File: config.mk
export PLATFORM = sky130hd
export DESIGN_NAME = lce_sweep_ctrl
export DESIGN_NICKNAME = d
export VERILOG_FILES = /design/src/rtl/lce_ctrl_pkg.sv /design/src/rtl/lce_window_timer.sv /design/src/rtl/lce_sweep_ctrl.sv
export SDC_FILE = /design/constraint.sdc
export NUM_CORES = 1
export LEC_CHECK = 0
export ABC_AREA = 1
export BUFFER_PORTS_ARGS = -buffer_cell sky130_fd_sc_hd__buf_4
export CORE_UTILIZATION = 50
export DETAILED_ROUTE_END_ITERATION = 12
export HOLD_SLACK_MARGIN = 0.12
export PLACE_DENSITY = 0.72
export SLEW_MARGIN = 5
export SYNTH_ARGS = -nofsm -noshare
export SYNTH_HDL_FRONTEND = slang
export SYNTH_SLANG_ARGS = --single-unit
File: constraint.sdc
create_clock -name clk_i -period 2.14 [get_ports clk_i]
set_input_delay 0.535 -clock clk_i [delete_from_list [all_inputs] [get_ports clk_i]]
set_output_delay 0.535 -clock clk_i [all_outputs]
set_load 0.1 [all_outputs]
File: src/rtl/lce_ctrl_pkg.sv
// Shared types and defaults for the LCE selection sweep controller.
package lce_ctrl_pkg;

  localparam int LCE_NBIT_AP       = 4;
  localparam int LCE_NBIT_CM       = 2;
  localparam int LCE_RST_CYCLES    = 16;
  localparam int LCE_WINDOW_CYCLES = 1024;
  localparam int LCE_CNT_W         = $clog2(LCE_WINDOW_CYCLES + 1);

  typedef enum logic [2:0] {
    S_IDLE,
    S_HOLD,
    S_RUN,
    S_REPORT,
    S_NEXT,
    S_DONE
  } lce_state_t;

  // One result record per (access point, compare mode) pair at the default widths.
  typedef struct packed {
    logic [LCE_NBIT_AP-1:0] ap;
    logic [LCE_NBIT_CM-1:0] cm;
    logic                   alarm;
    logic [LCE_CNT_W-1:0]   cycles;
  } lce_res_t;

  function automatic int lce_max(input int a, input int b);
    return (a > b) ? a : b;
  endfunction

endpackage

File: src/rtl/lce_window_timer.sv
// Loadable up-counter with clear, enable and terminal-count flag; shared by the
// reset-hold and observation-window phases of the sweep.
module lce_window_timer #(
  parameter int W = 11
) (
  input  logic         clk,
  input  logic         rst_n,
  input  logic         clear,
  input  logic         load,
  input  logic [W-1:0] load_val,
  input  logic         en,
  input  logic [W-1:0] term,
  output logic [W-1:0] count,
  output logic         tc
);

  always_ff @(posedge clk or negedge rst_n) begin
    if (!rst_n) begin
      count <= '0;
    end else if (clear) begin
      count <= '0;
    end else if (load) begin
      count <= load_val;
    end else if (en) begin
      count <= count + W'(1);
    end
  end

  assign tc = (count == term);

endmodule

File: src/rtl/lce_sweep_ctrl.sv
// Sweeps every (access point, compare mode) pair: holds the core in reset, watches
// alarm_i for a bounded window, and hands one result record per pair downstream.
module lce_sweep_ctrl
  import lce_ctrl_pkg::*;
#(
  parameter int NBIT_AP       = LCE_NBIT_AP,
  parameter int NBIT_CM       = LCE_NBIT_CM,
  parameter int AP_LAST       = 15,
  parameter int CM_LAST       = 3,
  parameter int RST_CYCLES    = LCE_RST_CYCLES,
  parameter int WINDOW_CYCLES = LCE_WINDOW_CYCLES,
  parameter int CNT_W         = $clog2(WINDOW_CYCLES + 1)
) (
  input  logic               clk_i,
  input  logic               rstn_i,
  input  logic               start_i,
  input  logic               abort_i,
  input  logic               alarm_i,
  output logic [NBIT_AP-1:0] ap_o,
  output logic [NBIT_CM-1:0] cm_o,
  output logic               rst_core_o,
  output logic               busy_o,
  output logic               done_o,
  output logic               res_valid_o,
  input  logic               res_ready_i,
  output logic [NBIT_AP-1:0] res_ap_o,
  output logic [NBIT_CM-1:0] res_cm_o,
  output logic               res_alarm_o,
  output logic [CNT_W-1:0]   res_cycles_o
);

  localparam int TMR_W = $clog2(lce_max(RST_CYCLES, WINDOW_CYCLES) + 1);

  lce_state_t       state;
  logic             tmr_clear;
  logic             tmr_load;
  logic             tmr_en;
  logic [TMR_W-1:0] tmr_term;
  logic [TMR_W-1:0] tmr_count;
  logic             tmr_tc;
  logic             last_pair;

  assign last_pair = (ap_o == NBIT_AP'(AP_LAST)) && (cm_o == NBIT_CM'(CM_LAST));

  // The timer is loaded with 1 on entry to HOLD and RUN so its value is the 1-based
  // cycle index within the phase; terminal count ends the phase.
  always_comb begin
    tmr_clear = 1'b0;
    tmr_load  = 1'b0;
    tmr_en    = 1'b0;
    tmr_term  = (state == S_HOLD) ? TMR_W'(RST_CYCLES) : TMR_W'(WINDOW_CYCLES);
    if (abort_i) begin
      tmr_clear = 1'b1;
    end else begin
      unique case (state)
        S_IDLE:  tmr_load = start_i;
        S_HOLD:  begin
          tmr_load = tmr_tc;
          tmr_en   = !tmr_tc;
        end
        S_RUN:   tmr_en = !tmr_tc;
        S_NEXT:  tmr_load = !last_pair;
        default: ;
      endcase
    end
  end

  lce_window_timer #(
    .W(TMR_W)
  ) u_timer (
    .clk      (clk_i),
    .rst_n    (rstn_i),
    .clear    (tmr_clear),
    .load     (tmr_load),
    .load_val (TMR_W'(1)),
    .en       (tmr_en),
    .term     (tmr_term),
    .count    (tmr_count),
    .tc       (tmr_tc)
  );

  always_ff @(posedge clk_i or negedge rstn_i) begin
    if (!rstn_i) begin
      state        <= S_IDLE;
      ap_o         <= '0;
      cm_o         <= '0;
      rst_core_o   <= 1'b0;
      busy_o       <= 1'b0;
      done_o       <= 1'b0;
      res_valid_o  <= 1'b0;
      res_ap_o     <= '0;
      res_cm_o     <= '0;
      res_alarm_o  <= 1'b0;
      res_cycles_o <= '0;
    end else if (abort_i) begin
      state       <= S_IDLE;
      rst_core_o  <= 1'b0;
      busy_o      <= 1'b0;
      done_o      <= 1'b0;
      res_valid_o <= 1'b0;
    end else begin
      done_o <= 1'b0;
      unique case (state)
        S_IDLE: begin
          if (start_i) begin
            ap_o       <= '0;
            cm_o       <= '0;
            rst_core_o <= 1'b1;
            busy_o     <= 1'b1;
            state      <= S_HOLD;
          end
        end
        S_HOLD: begin
          if (tmr_tc) begin
            rst_core_o <= 1'b0;
            state      <= S_RUN;
          end
        end
        // An alarm on the final window cycle still reports alarm=1.
        S_RUN: begin
          if (alarm_i || tmr_tc) begin
            res_ap_o     <= ap_o;
            res_cm_o     <= cm_o;
            res_alarm_o  <= alarm_i;
            res_cycles_o <= tmr_count[CNT_W-1:0];
            res_valid_o  <= 1'b1;
            rst_core_o   <= 1'b1;
            state        <= S_REPORT;
          end
        end
        // Reset drops for the NEXT cycle so each HOLD is a clean RST_CYCLES pulse.
        S_REPORT: begin
          if (res_ready_i) begin
            res_valid_o <= 1'b0;
            rst_core_o  <= 1'b0;
            state       <= S_NEXT;
          end
        end
        S_NEXT: begin
          if (last_pair) begin
            done_o <= 1'b1;
            state  <= S_DONE;
          end else begin
            if (cm_o == NBIT_CM'(CM_LAST)) begin
              cm_o <= '0;
              ap_o <= ap_o + NBIT_AP'(1);
            end else begin
              cm_o <= cm_o + NBIT_CM'(1);
            end
            rst_core_o <= 1'b1;
            state      <= S_HOLD;
          end
        end
        S_DONE: begin
          busy_o <= 1'b0;
          state  <= S_IDLE;
        end
        default: state <= S_IDLE;
      endcase
    end
  end

endmodule

[Word level (Yosys, flattened, before mapping)]
Cells that the tools add are included.
Widths: inputs -> output; s select.
Storage, ports and cells
  input bits: 6
  output and inout bits: 28
  logic and storage cells: 88
  register bits after elaboration: 42
Cells by class
  reductions and logical operators: 18
  multiplexer cells: 38
  equality and inequality tests: 16
  bitwise operators: 1
  add/subtract/negate cells: 3
Operator list (number)
  $mux 11: 4
  $mux 3: 6
  $mux 1: 15
  $ne 3x3->1 const B: 5
  $pmux 3 s5: 1
  $mux 4: 3
  $add 11x1->11 const B: 1
  $eq 11x11->1: 1
  $reduce_bool 3->1: 3
  $pmux 4 s2: 1
  $reduce_and 4->1: 2
  $eq 3x2->1 const B: 2
  $eq 3x3->1 const B: 2
  $mux 2: 3
  $ne 2x2->1 const B: 3
  $reduce_and 3->1: 2
  $reduce_and 6->1: 1
  $reduce_bool 6->1: 1
  $pmux 1 s5: 1
  $reduce_and 5->1: 1
  $add 4x1->4 const B: 1
  $eq 4x4->1 const B: 1
  $pmux 1 s2: 2
  $pmux 2 s2: 1
  other kinds (12): 13

[Logic depth before layout (Yosys ltp)]
Gate-level depths: netlist (run 1).
  depth in word-level cells: 9
  gate-level depth with buffers: 13
  depth with buffers taken out: 11

[By module]
From an unflattened synthesis (run 1), not the netlist that was laid out.
Second synthesis, totals
  cell total of the unflattened synthesis: 331
  area, all modules: 2483.6 um^2
Modules (own cells, without submodules)
  lce_sweep_ctrl: area each 1566.5 um^2, seq. area each 775.7 um^2, instances 1, cells each 188
  lce_window_timer: area each 917.1 um^2, seq. area each 275.3 um^2, instances 1, cells each 143

[Worst setup path before layout (run 1)]
OpenSTA, ideal clock, no wires.
  path kind: register -> register
  start: register ap_o[1]
  end: register u_timer.count[4]
  stages on the path, launching flop included: 10
  path buffers: 0
  clock period less this slack: 2.149 ns
  data arrival time: 2.069 ns
  data required time: 2.060 ns
  slack: -0.009 ns
  setup time: 0.080 ns
  cells stage by stage: dfrtp_1 > ha_1 > nand2_1 > nor2_1 > nor2_1 > a21oi_1 > nand2_1 > nor2_2 > inv_2 > nor3b_2
On the way
  cells in the longest elaborated chain, start to end: 7
  elaborated cells between the ends (all ways): 8
  those cells by class: eq/ne: 1; mux: 4; reduce/logical: 3
Ends and longest elaborated chain
  from (decl): line lce_sweep_ctrl.sv:19  | output logic [NBIT_AP-1:0] ap_o,
  from (signal assigned): line lce_sweep_ctrl.sv:146  | ap_o <= ap_o + NBIT_AP'(1);
  $eq 4x4->1 (*): line lce_sweep_ctrl.sv:43  | assign last_pair = (ap_o == NBIT_AP'(AP_LAST)) && (cm_o == NBIT_CM'(CM_LAST));
  $logic_and 1x1->1 (*): line lce_sweep_ctrl.sv:43
  $logic_not 1->1 (*): line lce_sweep_ctrl.sv:62  | S_NEXT: tmr_load = !last_pair;
  $pmux 1 s3 (*): line lce_sweep_ctrl.sv:55  | unique case (state)
  $mux 1 (*): line lce_sweep_ctrl.sv:52  | if (abort_i) begin
  $mux 11: line lce_window_timer.sv:22  | end else if (load) begin
  $mux 11: line lce_window_timer.sv:20  | end else if (clear) begin
  to (signal assigned): line lce_window_timer.sv:23  | count <= load_val;
  to (signal assigned): line lce_window_timer.sv:25  | count <= count + W'(1);
  to (decl): line lce_window_timer.sv:13  | output logic [W-1:0] count,
Every way passes the cells marked *; elsewhere a longest branch is shown, timed or not.
A chain may end at the register's enable or synchronous reset.

[Worst setup path in the final report (run 1)]
  start: register u_timer.count[0]
  end: register res_cycles_o[2]
On the way
  cells in the longest elaborated chain, start to end: 3
Ends and longest elaborated chain
  $eq 11x11->1: line lce_window_timer.sv:29  | assign tc = (count == term);
  $logic_or 1x1->1: line lce_sweep_ctrl.sv:121  | if (alarm_i || tmr_tc) begin
  $reduce_and 3->1 (no source line)
  to (signal assigned): line lce_sweep_ctrl.sv:125  | res_cycles_o <= tmr_count[CNT_W-1:0];
  to (decl): line lce_sweep_ctrl.sv:29  | output logic [CNT_W-1:0] res_cycles_o
Every way passes these cells.

==> results.py, run 1 <==
metrics = {
    "logic_synthesis": {
        "synth_fp_nets": 269,
        "ys_ff_latch": 42,
        "async_flop_share_pct": 100,
        "syn-cell-area_sq_um": 2180,
        "synthCells": 259,
        "avgSynthCellArea_sq_um": 8.43,
        "ys_warn_count": 0,
        "synth_edf_count": 0,
        "seq_area_frac_synth_pct": 48.2,
        "synth_cell_types": 29,
        "synth_ff_type": "dfrtp_1",
    },
    "clocking": {
        "postCtsSetupBuffers": 0,
        "path_clk_slew_ps": 80,
        "cts_resized": 0,
        "ctsHoldBuffers": 0,
        "clockRootBuffer": "clkbuf_8",
        "clkLatencyLatePin_ps": 300,
        "cts_buffer_depth": 2,
        "cts_tree": "done",
        "cts.sinks": 42,
        "htree_levels": 2,
        "cts_buffers": 5,
    },
    "power": {
        "leakage_nw": 1.25,
        "powerDensity_nw_per_um2": 1620,
        "ir_drop_uv": 1370,
    },
    "place": {
        "gp_congestion": 0.865,
        "port_buffers": 33,
        "place_hpwl_mm": 3.13,
    },
    "timing": {
        "slew_headroom_pct": 65.1,
        "post-route-period-util_pct": 82.3,
        "rsz0062_at_grt": "false",
        "fmax_ghz": 0.568,
        "fin_crit_ps": 1760,
        "tns_ps": 0,
        "setup-violations-final": 0,
        "final-max-slew-violation-count": 0,
        "finClkSkew_ps": 7.69,
        "max_slew.worst_pin.slew_ps": 523,
        "hold_viol": 0,
    },
    "job": {
        "cap_violations": 0,
    },
    "layout": {
        "synthToLayoutAreaGrowth_pct": 16.6,
        "drive_gt1_share_pct": 25.5,
        "fill_cells": 357,
        "num_antenna_cells": 0,
        "final_cell_mix": "59 x nand2_1, 41 x dfrtp_1, 33 x buf_4",
        "final_util_pct": 62.2,
        "finalNetCount": 303,
        "final_common_cell": "nand2_1",
    },
    "route": {
        "wirelength_mm": 4.26,
        "vias": 1758,
        "detail-route-antenna-nets": 0,
        "drc": 0,
        "wire_per_inst_um": 12.4,
        "drt_iter0_drc": 142,
        "drtPass1Iterations": 4,
        "drt-vias-per-instance": 5.11,
    },
    "worst_setup_path": {
        "crit_required_ps": 2320,
        "worstReg2RegStart": "u_timer.count[0]$_DFFE_PN0P_",
        "r2r-end": "res_cycles_o[2]$_DFFE_PN0P_",
        "r2r_cells": 9,
        "critPathCaptureType": "flop",
        "startpoint_type": "flop",
        "crit_path_max_fanout": 37,
        "cp.arrival_ps": 1940,
        "ff2ff_setup_slack_ps": 380,
        "critPathKind": "flop to flop",
    },
    "global_route": {
        "grt.overflow.total": 0,
        "grt_start_max_net_pins": 43,
        "antenna_found_initial": 0,
        "grt.total_usage_pct": 21.4,
        "grt_pass1_wl_mm": 7.23,
        "first_global_vias": 1605,
    },
    "floorplan": {
        "ioPinCount": 34,
        "start_util_pct": 53.4,
        "fp.coreArea_sq_um": 4090,
        "die-width_um": 68.1,
        "rows": 23,
        "dieArea_sq_um": 4630,
        "die_h_um": 68.1,
    },
    "status": {
        "status": "completed",
    },
    "hold_path": {
        "min-delay-path-class": "input port to async pin",
    },
}
## routing by layer
metal	vias to the layer above	track usage, %	wire [um]
met1	793	31.5	2140
li1	906	-	-
met2	52	30.3	1810
met5	-	0	0
met3	7	5.00	243
met4	0	7.81	68
## cells in the mapped netlist, types with 2 or more instances
master / instances / area, sq um
a21oi_1: 7 / 35.0
buf_6: 5 / 56.3
dfrtp_1: 42 / 1050
ha_1: 4 / 50.1
inv_1: 29 / 109
inv_2: 5 / 18.8
nand2_1: 59 / 221
nand2_2: 3 / 18.8
nand3_1: 18 / 90.1
nand3_2: 3 / 30.0
nand4_1: 4 / 25.0
nor2_1: 27 / 101
nor2_2: 2 / 12.5
nor2_4: 2 / 22.5
nor3_1: 4 / 20.0
o21ai_0: 11 / 55.1
o21ai_1: 9 / 45.0
o21ai_2: 13 / 114
xor2_1: 2 / 17.5
## worst max path at each step
stage,from,end,slack (ps),depth (start not counted)
2_1_floorplan,ap_o[0]$_DFFE_PN0P_,u_timer.count[4]$_DFFE_PN0P_,0.9,9
3_3_place_gp,u_timer.count[0]$_DFFE_PN0P_,res_cycles_o[1]$_DFFE_PN0P_,380,9
3_5_place_dp,u_timer.count[0]$_DFFE_PN0P_,res_cycles_o[2]$_DFFE_PN0P_,380,9
4_1_cts,u_timer.count[0]$_DFFE_PN0P_,res_cycles_o[2]$_DFFE_PN0P_,370,9
5_1_grt,u_timer.count[0]$_DFFE_PN0P_,res_cycles_o[8]$_DFFE_PN0P_,180,9
6_report,u_timer.count[0]$_DFFE_PN0P_,res_cycles_o[2]$_DFFE_PN0P_,380,9
## logic make-up (layout without fill, tap and decap cells)
group           Yosys count  count (layout)  share of synthesized area, %
fa+ha+maj                 4               4                          2.29
simple gates            128             128                          27.6
xor+xnor                  2               2                         0.803
buf+inv                  40              75                          8.60
compound gates           43              43                          12.6
flops                    42              42                          48.2
## sequential cells by signal, indices dropped and copies added, names as in the netlist
| register | cells |
|---|---|
| done_o | 1 |
| rst_core_o | 1 |
| res_valid_o | 1 |
| u_timer.count | 11 |
| res_cm_o | 2 |
| state | 3 |
| busy_o | 1 |
| res_cycles_o | 11 |
| ap_o | 4 |
| res_alarm_o | 1 |
| res_ap_o | 4 |
| cm_o | 2 |
## critical path, cell delays in order (launching register included)
cell and delay [ps]:
dfrtp_1 410, inv_1 120, ha_1 160, nand3_1 70, nor2_1 170, nand2_2 110, nand2_1 110, nand2_4 260
nand2_1 170, o21ai_2 60
## power breakdown
| group | internal, mW | switching [mW] |
|---|---|---|
| clock network | 0.326 | 0.273 |
| logic | 0.472 | 1.89 |
| registers | 1.01 | 0.145 |
## metrics by stage
| stage | setup slack, ps | instance area, sq um | instances | power, mW | hold slack, ps |
|---|---|---|---|---|---|
| 4_1_cts | 367 | 2540 | 344 | 4.14 | 231 |
| 5_1_grt | 178 | 2540 | 344 | 4.31 | 252 |
| 6_report | 378 | 2540 | 344 | 4.12 | 209 |
| 3_5_place_dp | 377 | 2430 | 336 | 3.54 | 471 |
| 3_3_place_gp | 377 | 2430 | 336 | 3.53 | 467 |
| 2_1_floorplan | 0.947 | 2180 | 259 | 3.11 | 239 |
## layout make-up
cell class	count	area [sq um]	share of cell area, %
Clock buffer	8	110	4.33
Inverter	34	128	5.02
Multi-Input combinational cell	177	943	37.1
Sequential cell	42	1050	41.4
Tap cell	50	62.6	2.46
Timing Repair Buffer	33	248	9.74
No activity file was read; power rests on OpenSTA's default activity.
==> run 2, diff against run 1 <==
Settings changed: ABC_AREA 1 to 0.
Clock period 2.14 ns to 1.8 ns, I/O delays scaled along.
==> results.py, run 2 <==
metrics = {
    "status": {
        "status": "finished, violations left",
        "violations": "negative setup slack",
    },
    "logic_synthesis": {
        "avgSynthCellArea_sq_um": 11.0,
        "synth_edf_count": 0,
        "synthCells": 192,
        "syn-cell-area_sq_um": 2110,
        "post-synth-top-count-cell": "dfrtp_1",
        "synth_fp_nets": 202,
        "synth_area_leaders": "dfrtp_1 50%, mux2_4 7.1%, mux2_2 4.8%",
        "async_flop_share_pct": 100,
        "seq_area_frac_synth_pct": 49.9,
        "netlist.area_leader.share_pct": 49.9,
        "synth_ff_type": "dfrtp_1",
        "ys_ff_latch": 42,
        "ys_warn_count": 0,
        "yosysTopAreaCell": "dfrtp_1",
        "synth_cell_types": 44,
        "synth_common_cells": "42 x dfrtp_1, 24 x nor2_1, 15 x nand2_1, 10 x mux2_4, 9 x mux2_2",
    },
    "global_route": {
        "first_global_vias": 1720,
        "antenna_found_initial": 0,
        "grt_start_max_net_pins": 43,
        "grt.overflow.total": 0,
        "grt.total_usage_pct": 25.1,
        "grt_pass1_wl_mm": 8.17,
    },
    "place": {
        "gp_congestion": 0.914,
        "place_ws_ps": -214,
        "port_buffers": 33,
        "place_hpwl_mm": 3.42,
        "dpl-instance-area_sq_um": 2660,
        "placed_cells": 300,
    },
    "power": {
        "leakage_nw": 1.41,
        "powerDensity_nw_per_um2": 1120,
        "ir_drop_uv": 830,
    },
    "layout": {
        "fill_cells": 294,
        "drive_gt1_share_pct": 46.6,
        "fin_cells": 314,
        "synthToLayoutAreaGrowth_pct": 40.9,
        "final_util_pct": 73.6,
        "largestRegisters": "res_cycles_o x11, u_timer.count x11",
        "final_common_cell": "buf_4",
        "final_cell_mix": "64 x buf_4, 36 x dfrtp_1, 24 x nor2_1",
        "fin_area_sq_um": 2970,
        "finalNetCount": 273,
        "num_antenna_cells": 0,
    },
    "route": {
        "detail-route-antenna-nets": 0,
        "vias": 1732,
        "drt_iter0_drc": 144,
        "drc": 0,
        "wire_per_inst_um": 16.5,
        "drt-vias-per-instance": 5.52,
        "drtPass1Iterations": 4,
        "wirelength_mm": 5.19,
    },
    "timing": {
        "rsz0062_at_grt": "true",
        "final-max-slew-violation-count": 0,
        "fmax_ghz": 0.501,
        "slew_headroom_pct": 65.8,
        "finClkSkew_ps": 6.71,
        "post-route-period-util_pct": 111,
        "max_slew.worst_pin.slew_ps": 514,
        "setup_ws_ps": -196,
        "setup-violations-final": 24,
        "hold_slack_ps": 118,
        "hold_viol": 0,
        "fin_crit_ps": 2000,
    },
    "floorplan": {
        "dieArea_sq_um": 4470,
        "fp.coreArea_sq_um": 4030,
        "ioPinCount": 34,
        "die_h_um": 66.9,
        "start_util_pct": 52.3,
        "die-width_um": 66.9,
        "rows": 23,
    },
    "clocking": {
        "cts_buffers": 5,
        "clkLatencyLatePin_ps": 300,
        "path_clk_slew_ps": 80,
        "clockRootBuffer": "clkbuf_8",
        "cts.sinks": 42,
        "cts_tree": "done",
        "htree_levels": 2,
        "cts_buffer_depth": 2,
    },
    "worst_setup_path": {
        "ff2ff_setup_slack_ps": -200,
        "crit_required_ps": 1980,
        "crit_path_max_fanout": 4,
        "startpoint_type": "flop",
        "critPathCaptureType": "flop",
        "cp.arrival_ps": 2180,
        "critPathKind": "flop to flop",
    },
    "hold_path": {
        "min-delay-path-class": "input port to async pin",
    },
    "job": {
        "cap_violations": 0,
    },
}
-- run 2: area by class of cell --
| class | instances | area (sq um) | share of cell area, % |
|---|---|---|---|
| clock buffers | 8 | 110 | 3.71 |
| inverters | 7 | 26.3 | 0.886 |
| multi-input cells | 137 | 1130 | 38.0 |
| flip-flops and latches | 42 | 1070 | 36.0 |
| well taps | 50 | 62.6 | 2.11 |
| repair buffers | 70 | 571 | 19.2 |
-- run 2: where the power goes --
group / total, mW / internal [mW] / switching (mW)
Sequential: 1.11 / 1.04 / 0.0690
Clock: 0.714 / 0.387 / 0.327
Combinational: 1.49 / 0.529 / 0.959
Total: 3.31 / 1.96 / 1.35
-- run 2: what timing repair did --
| item | in CTS | in global routing |
|---|---|---|
| setup buffers | 4 | 2 |
| resized for setup | 20 | 15 |
| pin swaps | 10 | 5 |
| hold buffers | 0 | 0 |
| cloned | 1 | 1 |
| setup endpoints to repair | 33 | 32 |
-- run 2: worst max-delay path, stage by stage, from the launching register on --
cell and delay, ps:
dfrtp_1 390, or3b_4 410, mux2_4 340, nor2_4 110
o21a_4 170, buf_4 160, mux2_4 300
-- run 2: metal layers --
layer,global-route usage [%],wire length (um)
met3,5.82,183
met1,29.3,2220
met2,43.9,2710
met4,10.1,76
met5,0,0
-- run 2: through the flow --
stage	total power, mW	TNS, ps
finish	3.31	-3480
global route	3.46	-4790
CTS	3.25	-4060
detailed placement	2.45	-5100
global placement	2.41	-3850
floorplan	2.05	-3310
-- run 2: path summary, 6_finish.rpt --
path / startpoint / endpoint / cells after the start
setup / recovery: state[1]$_DFFE_PN0P_ / res_cycles_o[3]$_DFFE_PN0P_ / 6
hold / removal: rstn_i / ap_o[0]$_DFFE_PN0P_ / 1
setup reg to reg: state[1]$_DFFE_PN0P_ / res_cycles_o[3]$_DFFE_PN0P_ / 6
hold reg to reg: res_valid_o$_DFFE_PN0P_ / res_valid_o$_DFFE_PN0P_ / 1
max in group asynchronous: rstn_i / cm_o[0]$_DFFE_PN0P_ / 1
min in group clk_i: alarm_i / res_alarm_o$_DFFE_PN0P_ / 2
-- run 2: cell families after synthesis --
family                     after synthesis  synth area share, %
and+or+nand+nor                         70                 16.9
DFF                                     42                 49.9
AOI/OAI and AO/OA                       33                 10.8
muxes                                   20                 12.4
buffers and inverters                   14                 3.86
xor gates and xnor gates                 9                 3.74
adders and majority gates                4                 2.38
